### src/rtl/idex_hazard_reg.sv
// ID/EX pipeline register with load-use hazard detection.
// Inserts a one-cycle bubble on a load-use dependency, squashes on flush, and
// counts inserted load-use bubbles (saturating).
// Optional feature macro: MULDIV_STALL_EN -- when defined, a mult/div entering
// EX freezes ID/EX and the front end for MULDIV_LAT-1 further cycles.
module idex_hazard_reg #(
  parameter int DW         = 32,
  parameter int MULDIV_LAT = 4,
  parameter int CNT_W      = 16
) (
  input  logic             clk,
  input  logic             rst,
  input  logic             id_valid,
  input  logic [4:0]       id_rs,
  input  logic [4:0]       id_rt,
  input  logic             id_uses_rt,
  input  logic [4:0]       id_rd,
  input  logic [DW-1:0]    id_rd1,
  input  logic [DW-1:0]    id_rd2,
  input  logic [DW-1:0]    id_imm,
  input  logic             id_regwrite,
  input  logic             id_memread,
  input  logic             id_memwrite,
  input  logic             id_memtoreg,
  input  logic             id_alusrc,
  input  logic [3:0]       id_aluop,
  input  logic             id_is_muldiv,
  input  logic             flush,
  output logic             stall_if_id,
  output logic             ex_valid,
  output logic [4:0]       ex_rs,
  output logic [4:0]       ex_rt,
  output logic [4:0]       ex_rd,
  output logic [DW-1:0]    ex_rd1,
  output logic [DW-1:0]    ex_rd2,
  output logic [DW-1:0]    ex_imm,
  output logic             ex_regwrite,
  output logic             ex_memread,
  output logic             ex_memwrite,
  output logic             ex_memtoreg,
  output logic             ex_alusrc,
  output logic [3:0]       ex_aluop,
  output logic             muldiv_busy,
  output logic [CNT_W-1:0] bubble_cnt
);

  // One bundle for everything that travels from ID into EX; a bubble is all zeros.
  typedef struct packed {
    logic          valid;
    logic [4:0]    rs;
    logic [4:0]    rt;
    logic [4:0]    rd;
    logic [DW-1:0] rd1;
    logic [DW-1:0] rd2;
    logic [DW-1:0] imm;
    logic          regwrite;
    logic          memread;
    logic          memwrite;
    logic          memtoreg;
    logic          alusrc;
    logic [3:0]    aluop;
  } idex_t;

  idex_t            id_pkt;
  idex_t            ex_q, ex_d;
  logic [CNT_W-1:0] bub_q, bub_d;
  logic             freeze;
  logic             load_use;

  // Gather the decode-stage fields into one bundle.
  always_comb begin
    id_pkt          = '0;
    id_pkt.valid    = id_valid;
    id_pkt.rs       = id_rs;
    id_pkt.rt       = id_rt;
    id_pkt.rd       = id_rd;
    id_pkt.rd1      = id_rd1;
    id_pkt.rd2      = id_rd2;
    id_pkt.imm      = id_imm;
    id_pkt.regwrite = id_regwrite;
    id_pkt.memread  = id_memread;
    id_pkt.memwrite = id_memwrite;
    id_pkt.memtoreg = id_memtoreg;
    id_pkt.alusrc   = id_alusrc;
    id_pkt.aluop    = id_aluop;
  end

`ifdef MULDIV_STALL_EN
  // Remaining frozen cycles of the mult/div now in EX; LAT-1 fits in clog2(LAT) bits.
  localparam int MC_W = (MULDIV_LAT > 2) ? $clog2(MULDIV_LAT) : 1;
  logic [MC_W-1:0] mcnt_q, mcnt_d;
  assign freeze = (mcnt_q != '0);
`else
  // Without the freeze feature the mult/div flag and latency have no effect.
  logic unused_muldiv;
  assign unused_muldiv = id_is_muldiv | (MULDIV_LAT < 2);
  assign freeze = 1'b0;
`endif

  // Load in EX whose destination is read by the instruction in ID.
  always_comb begin
    load_use = ex_q.valid & ex_q.memread & (ex_q.rd != 5'd0) & id_valid &
               ((ex_q.rd == id_rs) | (id_uses_rt & (ex_q.rd == id_rt)));
  end

  // Front-end hold: freeze always wins; a flush cancels the load-use hold.
  assign stall_if_id = freeze | (load_use & ~flush);

  // Next state with priority freeze > flush > load-use > advance.
  always_comb begin
    ex_d  = ex_q;
    bub_d = bub_q;
`ifdef MULDIV_STALL_EN
    mcnt_d = mcnt_q;
`endif
    if (freeze) begin
`ifdef MULDIV_STALL_EN
      mcnt_d = mcnt_q - MC_W'(1);
`endif
    end else if (flush) begin
      ex_d = '0;
    end else if (load_use) begin
      ex_d = '0;
      if (bub_q != '1) begin
        bub_d = bub_q + CNT_W'(1);
      end
    end else begin
      ex_d = id_pkt;
`ifdef MULDIV_STALL_EN
      if (id_valid && id_is_muldiv) begin
        mcnt_d = MC_W'(MULDIV_LAT - 1);
      end
`endif
    end
  end

  // State registers with synchronous reset.
  always_ff @(posedge clk) begin
    if (rst) begin
      ex_q   <= '0;
      bub_q  <= '0;
`ifdef MULDIV_STALL_EN
      mcnt_q <= '0;
`endif
    end else begin
      ex_q   <= ex_d;
      bub_q  <= bub_d;
`ifdef MULDIV_STALL_EN
      mcnt_q <= mcnt_d;
`endif
    end
  end

  assign ex_valid    = ex_q.valid;
  assign ex_rs       = ex_q.rs;
  assign ex_rt       = ex_q.rt;
  assign ex_rd       = ex_q.rd;
  assign ex_rd1      = ex_q.rd1;
  assign ex_rd2      = ex_q.rd2;
  assign ex_imm      = ex_q.imm;
  assign ex_regwrite = ex_q.regwrite;
  assign ex_memread  = ex_q.memread;
  assign ex_memwrite = ex_q.memwrite;
  assign ex_memtoreg = ex_q.memtoreg;
  assign ex_alusrc   = ex_q.alusrc;
  assign ex_aluop    = ex_q.aluop;
  assign muldiv_busy = freeze;
  assign bubble_cnt  = bub_q;

endmodule
### config.mk
export PLATFORM = sky130hd
export DESIGN_NAME = idex_hazard_reg
export DESIGN_NICKNAME = d
export VERILOG_FILES = /design/src/rtl/idex_hazard_reg.sv
export SDC_FILE = /design/constraint.sdc
export NUM_CORES = 1
export LEC_CHECK = 0
export CORE_UTILIZATION = 37
export DETAILED_ROUTE_END_ITERATION = 8
export PLACE_DENSITY = 0.8
export SYNTH_ARGS = -nofsm -noshare
export SYNTH_HDL_FRONTEND = slang
export SYNTH_SLANG_ARGS = --single-unit
### constraint.sdc
create_clock -name clk -period 2.1 [get_ports clk]
set_input_delay 0.42 -clock clk [delete_from_list [all_inputs] [get_ports clk]]
set_output_delay 0.42 -clock clk [all_outputs]
set_load 0.01 [all_outputs]
# Yosys cells after proc, flatten, opt, wreduce, memory -nomap -nowiden
# Index checks and enable logic that the tools add are counted.
[op_classes]
n_addsub = 1
eq_ne = 3
n_bitwise = 8
n_reduce_logical = 3
[ops]
columns = ["operator", "n"]
rows = [
  ["adder 16 x 1 -> 16 bit (second input constant)", 1],
  ["!= test 16 bit (second input constant)", 1],
  ["== test 5 bit", 2],
  ["AND 1 bit", 6],
  ["nonzero test 5 bit", 1],
  ["AND reduction 3 bit", 1],
  ["OR reduction 3 bit", 1],
  ["NOT 1 bit", 1],
  ["bitwise OR 1 bit", 1],
]
[totals]
ff_bits = 137
input_bits = 126
out_inout_bits = 139
elab_cells = 29

# Logic depth before layout (Yosys ltp)
# Gate-level depths: netlist of run 1.
[depth]
ltp_word = 5
mapped_depth = 7

# Least setup slack after synthesis of run 1
# Ideal clock, no wire load.
[synth_timing]
path_kind = "flip-flop to flip-flop"
from = "register bub_q[0] (netlist: bubble_cnt[0])"
to = "register bub_q[14] (netlist: bubble_cnt[14])"
arrival_ns = 1.903
required_ns = 2.030
path_slack_ns = 0.127
path_stages_with_launch = 7
period_less_slack_ns = 1.973
path_cell_list = "dfxtp_1 -> ha_1 -> nand2_1 -> or3_4 -> or3_4 -> or4_1 -> a21oi_1"
[synth_between]
elab_chain_cells = 2
word_cells_on_any_way = 3
classes_between = "1 x add/sub; 1 x eq/ne; 1 x reduce/logical"
[synth_rtl]
columns = ["item", "line", "text"]
rows = [
  ["start, declared", "66", "logic [CNT_W-1:0] bub_q, bub_d;"],
  ["start signal, assigned", "147", "bub_q <= bub_d;"],
  ["parallel branches: the longest is 2 deep, another holds adder 16 x 1 -> 16 bit", "--", ""],
]
# Parallel ways; which one is timed is not known.
# A chain may end at the register's enable or synchronous reset.

# Worst setup path in the final report of run 1
[layout_timing]
from = "register ex_q, in the netlist ex_rd[2]"
to = "output stall_if_id"
[layout_between]
elab_chain_cells = 5
word_cells_on_any_way = 9
classes_between = "2 x eq/ne; 6 x bitwise; 1 x reduce/logical"
[layout_rtl]
columns = ["item", "line", "text"]
rows = [
  ["start, declared", "65", "idex_t ex_q, ex_d;"],
  ["start signal, assigned", "140", "ex_q <= '0;"],
  ["start signal, assigned", "146", "ex_q <= ex_d;"],
  ["== test 5 bit / nonzero test 5 bit (equally long branches)", "103, 102", ""],
  ["AND 1 bit (on tied branches)", "103, 102", ""],
  ["bitwise OR 1 bit / AND 1 bit (equally long branches)", "103, 102", ""],
  ["AND 1 bit (*)", "102", "load_use = ex_q.valid & ex_q.memread & (ex_q.rd != 5'd0) & id_valid &"],
  ["AND 1 bit (*)", "107", "assign stall_if_id = freeze | (load_use & ~flush);"],
  ["end, declared", "29", "output logic stall_if_id,"],
]
# Every way passes the cells marked *; elsewhere a longest branch is shown, timed or not.

==> results of run 1 <==
## cell usage in the layout (no fill, tap or decap), types with 5 or more instances in the layout
master and n:
and2_1 121, buf_4 19, clkbuf_16 18, clkdlybuf4s50_1 257
clkinv_2 5, dfxtp_1 134, mux2_2 7, nand2_1 6
nand3_1 5, nor2_1 17, nor2b_1 11, nor3_2 6
xor2_1 6
## path summary, 6_finish.rpt
check | start | endpoint | slack, ns | depth (start not counted)
worst max-delay path | ex_rd[2] | stall_if_id | -0.11 | 4
worst min-delay path | id_rt[4] | ex_rt[4] | 0.32 | 2
worst max register to register | ex_rd[3] | bubble_cnt[8] | 0 | 7
worst min register to register | bubble_cnt[15] | bubble_cnt[15] | 0.53 | 2
## where the power goes
part | switching (mW) | internal [mW] | total (mW)
Sequential | 0.0307 | 2.69 | 2.72
Combinational | 0.211 | 0.434 | 0.645
Clock | 1.10 | 1.97 | 3.07
Total | 1.34 | 5.10 | 6.44
## logic make-up (layout without fill, tap and decap cells)
family | after synthesis | in the layout | share of synthesized area
compound gates | 16 | 16 | 0.0310
xor+xnor | 10 | 10 | 0.0201
fa+ha+maj | 1 | 1 | 0.00287
buf+inv | 21 | 319 | 0.0227
flops | 137 | 137 | 0.629
mux | 12 | 12 | 0.0307
other cells | 1 | 2 | 0.000860
simple gates | 189 | 189 | 0.263
## metal layers
metal  routed length, um  vias to the layer above
li1                    -                     1817
met1                5090                     1757
met3                 857                       35
met4                 461                        0
met5                   0                        -
met2                7220                      166
## area by class of cell
| cell class | count | area (sq um) | share of cell area |
|---|---|---|---|
| antenna | 1 | 2.50 | 0.000309 |
| clock buffer | 18 | 429 | 0.0530 |
| clock inverter | 13 | 178 | 0.0219 |
| inverter | 2 | 7.51 | 0.000927 |
| multi-input combinational | 229 | 1690 | 0.209 |
| sequential | 137 | 2750 | 0.339 |
| tap | 143 | 179 | 0.0221 |
| timing repair buffer | 286 | 2860 | 0.353 |
## worst reg2reg max path, cell delays in order (launching register included)
cell     delay (ns)
dfxtp_4        0.36
xor2_2         0.19
nor4_4         0.33
a32oi_2        0.18
buf_4          0.19
buf_12         0.15
nor4_4         0.29
mux2_4         0.33
## sequential cells by signal, summed over array words and instances, names as in the netlist
register     flops
ex_rs            5
ex_memwrite      1
ex_imm          32
ex_rd1          32
ex_memread       1
ex_rd2          32
ex_memtoreg      1
ex_valid         1
ex_regwrite      1
ex_aluop         4
ex_rd            5
ex_rt            5
bubble_cnt      16
ex_alusrc        1
## metrics by stage
| stage | power [mW] | TNS [ns] |
|---|---|---|
| floorplan | 2.95 | 0 |
| global placement | 3.39 | -31.38 |
| detailed placement | 3.41 | -35.38 |
| CTS | 6.47 | -0.372 |
| global route | 6.65 | -0.617 |
| finish | 6.44 | -0.121 |
## repair_timing
action                                  in CTS  in global routing
pin swaps                                    3                 11
setup buffers                                0                  3
cloned                                       0                  1
gates resized for setup                     13                 32
endpoints found under the setup margin      15                 15
==> metrics.md, run 1 <==
| Metric | Value |
|---|---|
| TritonCTS Buffers | `17` |
| Synth area leaders | `dfxtp_1, and2_1, mux2_2, xor2_1, nor2b_1` |
| Die H | `111 um` |
| Iter 0 DRT Violations | `159` |
| CP startpoint kind | `register` |
| Worst path required time | `1.68 ns` |
| Worst Path Buf+Inv | `1` |
| Tcrit/Tclk final | `1.05` |
| Ratio of cells with drive above 1 in the final layout | `0.145` |
| Min Tclk post-route | `2.21 ns` |
| Synth Cell Area | `4360 sq um` |
| Final Hold Viols | `0` |
| Hpwl dp | `9940 um` |
| Max FO, Critical Path | `4` |
| RSZ-0062 raised after global routing | `yes` |
| Die X | `111 um` |
| Top-Level Pins | `265` |
| Final ANT Viol Nets | `0` |
| CTS Hold Buffers Added | `0` |
| Synth Register Bits | `137` |
| Asr flop ratio synth | `0` |
| Via count | `3775` |
| Area growth, synth to finish | `85.7%` |
| Hold_ws | `0.322 ns` |
| Leakage | `3.21 nW` |
| Core Util, Final | `0.706` |
| Placed cell area | `7250 sq um` |
| Post-route cell area | `8100 sq um` |
| Maximum clock path buffer count | `2` |
| Most used routing layer | `met2` |
| Failing checks | `negative setup slack` |
| Antenna violations before repair | `1` |
| Avg WL per Cell | `16.4 um` |
| Vias in the first global route | `3717` |
| Largest net degree at the start of global routing | `49` |
| Clock sinks | `137` |
| PwrDens | `795 nW/um^2` |
| Fmax achieved | `452 MHz` |
| Total die area | `12200 sq um` |
| Max-slew violations | `0` |
| Synth area leader | `dfxtp_1` |
| Port Buffers | `262` |
| Worst setup slack after layout | `-0.112 ns` |
| Max incr delay on CP | `0.56 ns` |
| Min-delay worst type | `primary input to register` |
| Via density | `4.55` |
| Final #Nets | `800` |
| Yosys top cell area share | `0.629` |
| Critical path arrival | `1.79 ns` |
| Global route overflow | `0` |
| Final setup viols | `2` |
| Outcome | `finished, violations left` |
| Maximum vdd drop | `0.000765 V` |
| Final Skew | `0.00587 ns` |
| Unique masters post-synth | `39` |
| Fill cells | `783` |
| Gpl congestion | `0.821` |
| Yosys warning total | `0` |
| TritonCTS clock tree | `done` |
| Worst-path clk slew | `0.06 ns` |
| Synth top cells by count | `dfxtp_1, and2_1, nor2_1` |
| Layout Cells excl Fill | `829` |
| DRC Markers | `0` |
| Row count | `39` |
| Sequential-to-total area share from yosys stat | `0.629` |
| Syn_nets | `514` |
| Main synth FF type | `dfxtp_1` |
| Core Box Area | `11500 sq um` |
| GR Layer Usage met3 | `0.0790` |
| GRT met1 Usage | `0.232` |
| CP cell instances | `or4_4, o2111ai_4, nor2_1, buf_2` |
| Crit. End Element | `primary output` |
| Mean area per synthesized cell | `11.3 sq um` |
| Slowest CP cell | `or4_4` |
| Total Wirelength | `13600 um` |
| Met2 Track Usage GR | `0.400` |
| First-pass GRT wire length | `20800 um` |
| Count leader, synth | `dfxtp_1` |
| Tot GR Track Use | `0.225` |
| EDFF count, synth | `0` |
| Pre-CTS WS | `-0.647 ns` |
| H-tree depth | `4` |
| Post-synthesis cell count | `387` |
| TritonRoute pass-1 iters | `4` |
| Max Cap Viol | `0` |
| Initial Util | `0.380` |
| Placed cell count | `793` |
| WS Path Type | `register to primary output` |
| Clk Tree Root Cell | `clkbuf_16` |
| Clock Latency Late Sink | `0.42 ns` |
| Cell family contributing the most delay on the critical path | `simple AND/OR/NAND/NOR gates` |
No activity file was read; power rests on OpenSTA's default activity.
==> run 2: changes to the inputs <==
- REMOVE_ABC_BUFFERS: default -> 1
- TNS_END_PERCENT: default -> 10
==> run 2 against run 1 <==
The flow still finishes with violations (negative setup slack). Count of clock-buffer cells in the layout grew 2. Cell count grew 0.48%. Highest routed layer unchanged. Global-route usage shrank 1.3 points. Sequential power is essentially flat. Flip-flop and latch count is the same. First-iteration DRC count grew 39%. Via count grew 1.3%. Worst setup slack lost 0.022 ns.
==> metrics.md, run 2 (synthesis results as in run 1) <==
| Metric | Value |
|---|---|
| Antenna violations before repair | `0 (was 1)` |
| Clk Tree Root Cell | `clkbuf_16 (unchanged)` |
| Final Hold Viols | `0 (unchanged)` |
| Worst setup slack after layout | `-0.134 ns (was -0.112 ns)` |
| Largest net degree at the start of global routing | `77 (was 49)` |
| Max Cap Viol | `0 (unchanged)` |
| Row count | `39 (unchanged)` |
| Initial Util | `0.380 (unchanged)` |
| Final setup viols | `2 (unchanged)` |
| Pre-CTS WS | `-0.537 ns (was -0.647 ns)` |
| Maximum vdd drop | `0.000540 V (was 0.000765 V)` |
| Iter 0 DRT Violations | `221 (was 159)` |
| Max-slew violations | `0 (unchanged)` |
| Gpl congestion | `0.874 (was 0.821)` |
| Via count | `3823 (was 3775)` |
| Min-delay worst type | `primary input to register (unchanged)` |
| Hold_ws | `0.320 ns (was 0.322 ns)` |
| Core Box Area | `11500 sq um (unchanged)` |
| Total die area | `12200 sq um (unchanged)` |
| Area growth, synth to finish | `86.1% (was 85.7%)` |
| WS Path Type | `primary input to primary output (was register to primary output)` |
| Max incr delay on CP | `0.50 ns (was 0.56 ns)` |
| TritonCTS clock tree | `done (unchanged)` |
| Commonest cells after routing, fill and taps aside | `clkdlybuf4s50_1, dfxtp_1, and2_1 (unchanged)` |
| Tcrit/Tclk final | `1.06 (was 1.05)` |
| Avg WL per Cell | `16.0 um (was 16.4 um)` |
| Leakage | `3.21 nW (about the same)` |
| Critical path arrival | `1.81 ns (was 1.79 ns)` |
| Worst-path clk slew | `0.05 ns (was 0.06 ns)` |
| Min Tclk post-route | `2.23 ns (was 2.21 ns)` |
| Final Skew | `0.00400 ns (was 0.00587 ns)` |
| CP cell instances | `clkdlybuf4s50_1, xor2_1, nor3_4, a32oi_2, nor2_1, buf_2 (was or4_4, o2111ai_4, nor2_1, buf_2)` |
| Via density | `4.59 (was 4.55)` |
| Clock Latency Late Sink | `0.41 ns (was 0.42 ns)` |
| Final ANT Viol Nets | `0 (unchanged)` |
| CP startpoint kind | `primary input (was register)` |
| Failing checks | `negative setup slack (unchanged)` |
| Outcome | `finished, violations left (unchanged)` |
| Fill cells | `801 (was 783)` |
| TritonRoute pass-1 iters | `4 (unchanged)` |
| Worst Path Buf+Inv | `2 (was 1)` |
| Total Wirelength | `13400 um (was 13600 um)` |
| Worst path required time | `1.68 ns (about the same)` |
| Fmax achieved | `448 MHz (was 452 MHz)` |
| Max FO, Critical Path | `3 (was 4)` |
| Final #Nets | `804 (was 800)` |
| Cell family contributing the most delay on the critical path | `buffers and inverters (was simple AND/OR/NAND/NOR gates)` |
| RSZ-0062 raised after global routing | `yes (unchanged)` |
| FF-to-FF setup slack | `-0.01 ns (was 0 ns)` |
| Antenna Diode Count | `0 (was 1)` |
| Crit. End Element | `primary output (unchanged)` |
| TritonCTS Buffers | `17 (unchanged)` |
| First-pass GRT wire length | `19800 um (was 20800 um)` |
| H-tree depth | `4 (unchanged)` |
| Hpwl dp | `9560 um (was 9940 um)` |
| Global route overflow | `0 (unchanged)` |
| Die X | `111 um (unchanged)` |
| Maximum clock path buffer count | `2 (unchanged)` |
| Commonest non-fill, non-tap cell in the layout | `clkdlybuf4s50_1 (unchanged)` |
| DRC Markers | `0 (unchanged)` |
| Die H | `111 um (unchanged)` |
| PwrDens | `776 nW/um^2 (was 795 nW/um^2)` |
| Core Util, Final | `0.708 (was 0.706)` |
| Clock sinks | `137 (unchanged)` |
| Ratio of cells with drive above 1 in the final layout | `0.152 (was 0.145)` |
| Tot GR Track Use | `0.213 (was 0.225)` |
| Top-Level Pins | `265 (unchanged)` |
| Port Buffers | `262 (unchanged)` |
| Slowest CP cell | `clkdlybuf4s50_1 (was or4_4)` |
| Vias in the first global route | `3755 (was 3717)` |
-- run 2: changes by cell type in the layout (fill, tap and decap cells not counted), moves of 2 or more --
cell	previous run	this run
xor2_1	6	3
buf_4	19	21
clkbuf_1	1	3
clkinv_4	1	3
xor2_2	3	5
-- run 2: routing by layer --
layer / global-route usage / share of wire
met1: 0.209 / 0.37
met2: 0.393 / 0.53
met3: 0.0763 / 0.075
met4: 0.0996 / 0.024
met5: 0 / 0
-- run 2: worst reg2reg max path, delay by kind of cell, from the launching register on --
family / cells / cell delay (ns)
xor+xnor: 1 / 0.18
compound gates: 1 / 0.12
mux: 1 / 0.36
simple gates: 2 / 0.45
buf+inv: 4 / 0.57
flops: 1 / 0.32
-- run 2: final timing paths --
check                               startpoint             end  cells after the start
worst max-delay path                  id_rs[2]     stall_if_id                      6
worst min-delay path                  id_rt[2]        ex_rt[2]                      2
worst max register to register        ex_rd[1]   bubble_cnt[4]                      9
worst min register to register  bubble_cnt[15]  bubble_cnt[15]                      2
-- run 2: power by group --
group	total [mW]	internal (mW)	switching, mW
combinational	0.662	0.438	0.224
sequential	2.73	2.69	0.0318
clock	2.92	1.86	1.06
total	6.30	4.99	1.31
-- run 2: stage by stage --
| step | instance area [sq um] | cells | total power, mW | TNS, ns |
|---|---|---|---|---|
| 2_1_floorplan | 4270 | 368 | 2.93 | -86.88 |
| 3_3_place_gp | 7240 | 792 | 3.39 | -23.42 |
| 3_5_place_dp | 7240 | 792 | 3.41 | -26.09 |
| 4_1_cts | 7900 | 826 | 6.35 | -0.286 |
| 5_1_grt | 8120 | 833 | 6.54 | -1.04 |
| 6_report | 8120 | 833 | 6.30 | -0.144 |
-- run 2: area by class of cell --
type                    instances  area [sq um]  area share
flip-flops and latches        137          2750       0.339
repair buffers                290          2870       0.354
multi-input cells             229          1720       0.212
well taps                     143           179      0.0220
clock inverters                12           151      0.0186
clock buffers                  20           437      0.0538
inverters                       2          7.51    0.000925
-- run 2: what timing repair did --
action                     4_1_cts  5_1_grt
hold endpoints to repair         0        0
pin swaps                        3       13
resized for setup               15       36
hold buffers                     0        0
cloned                           0        2
buffers inserted                 3        5
setup endpoints to repair        6       95
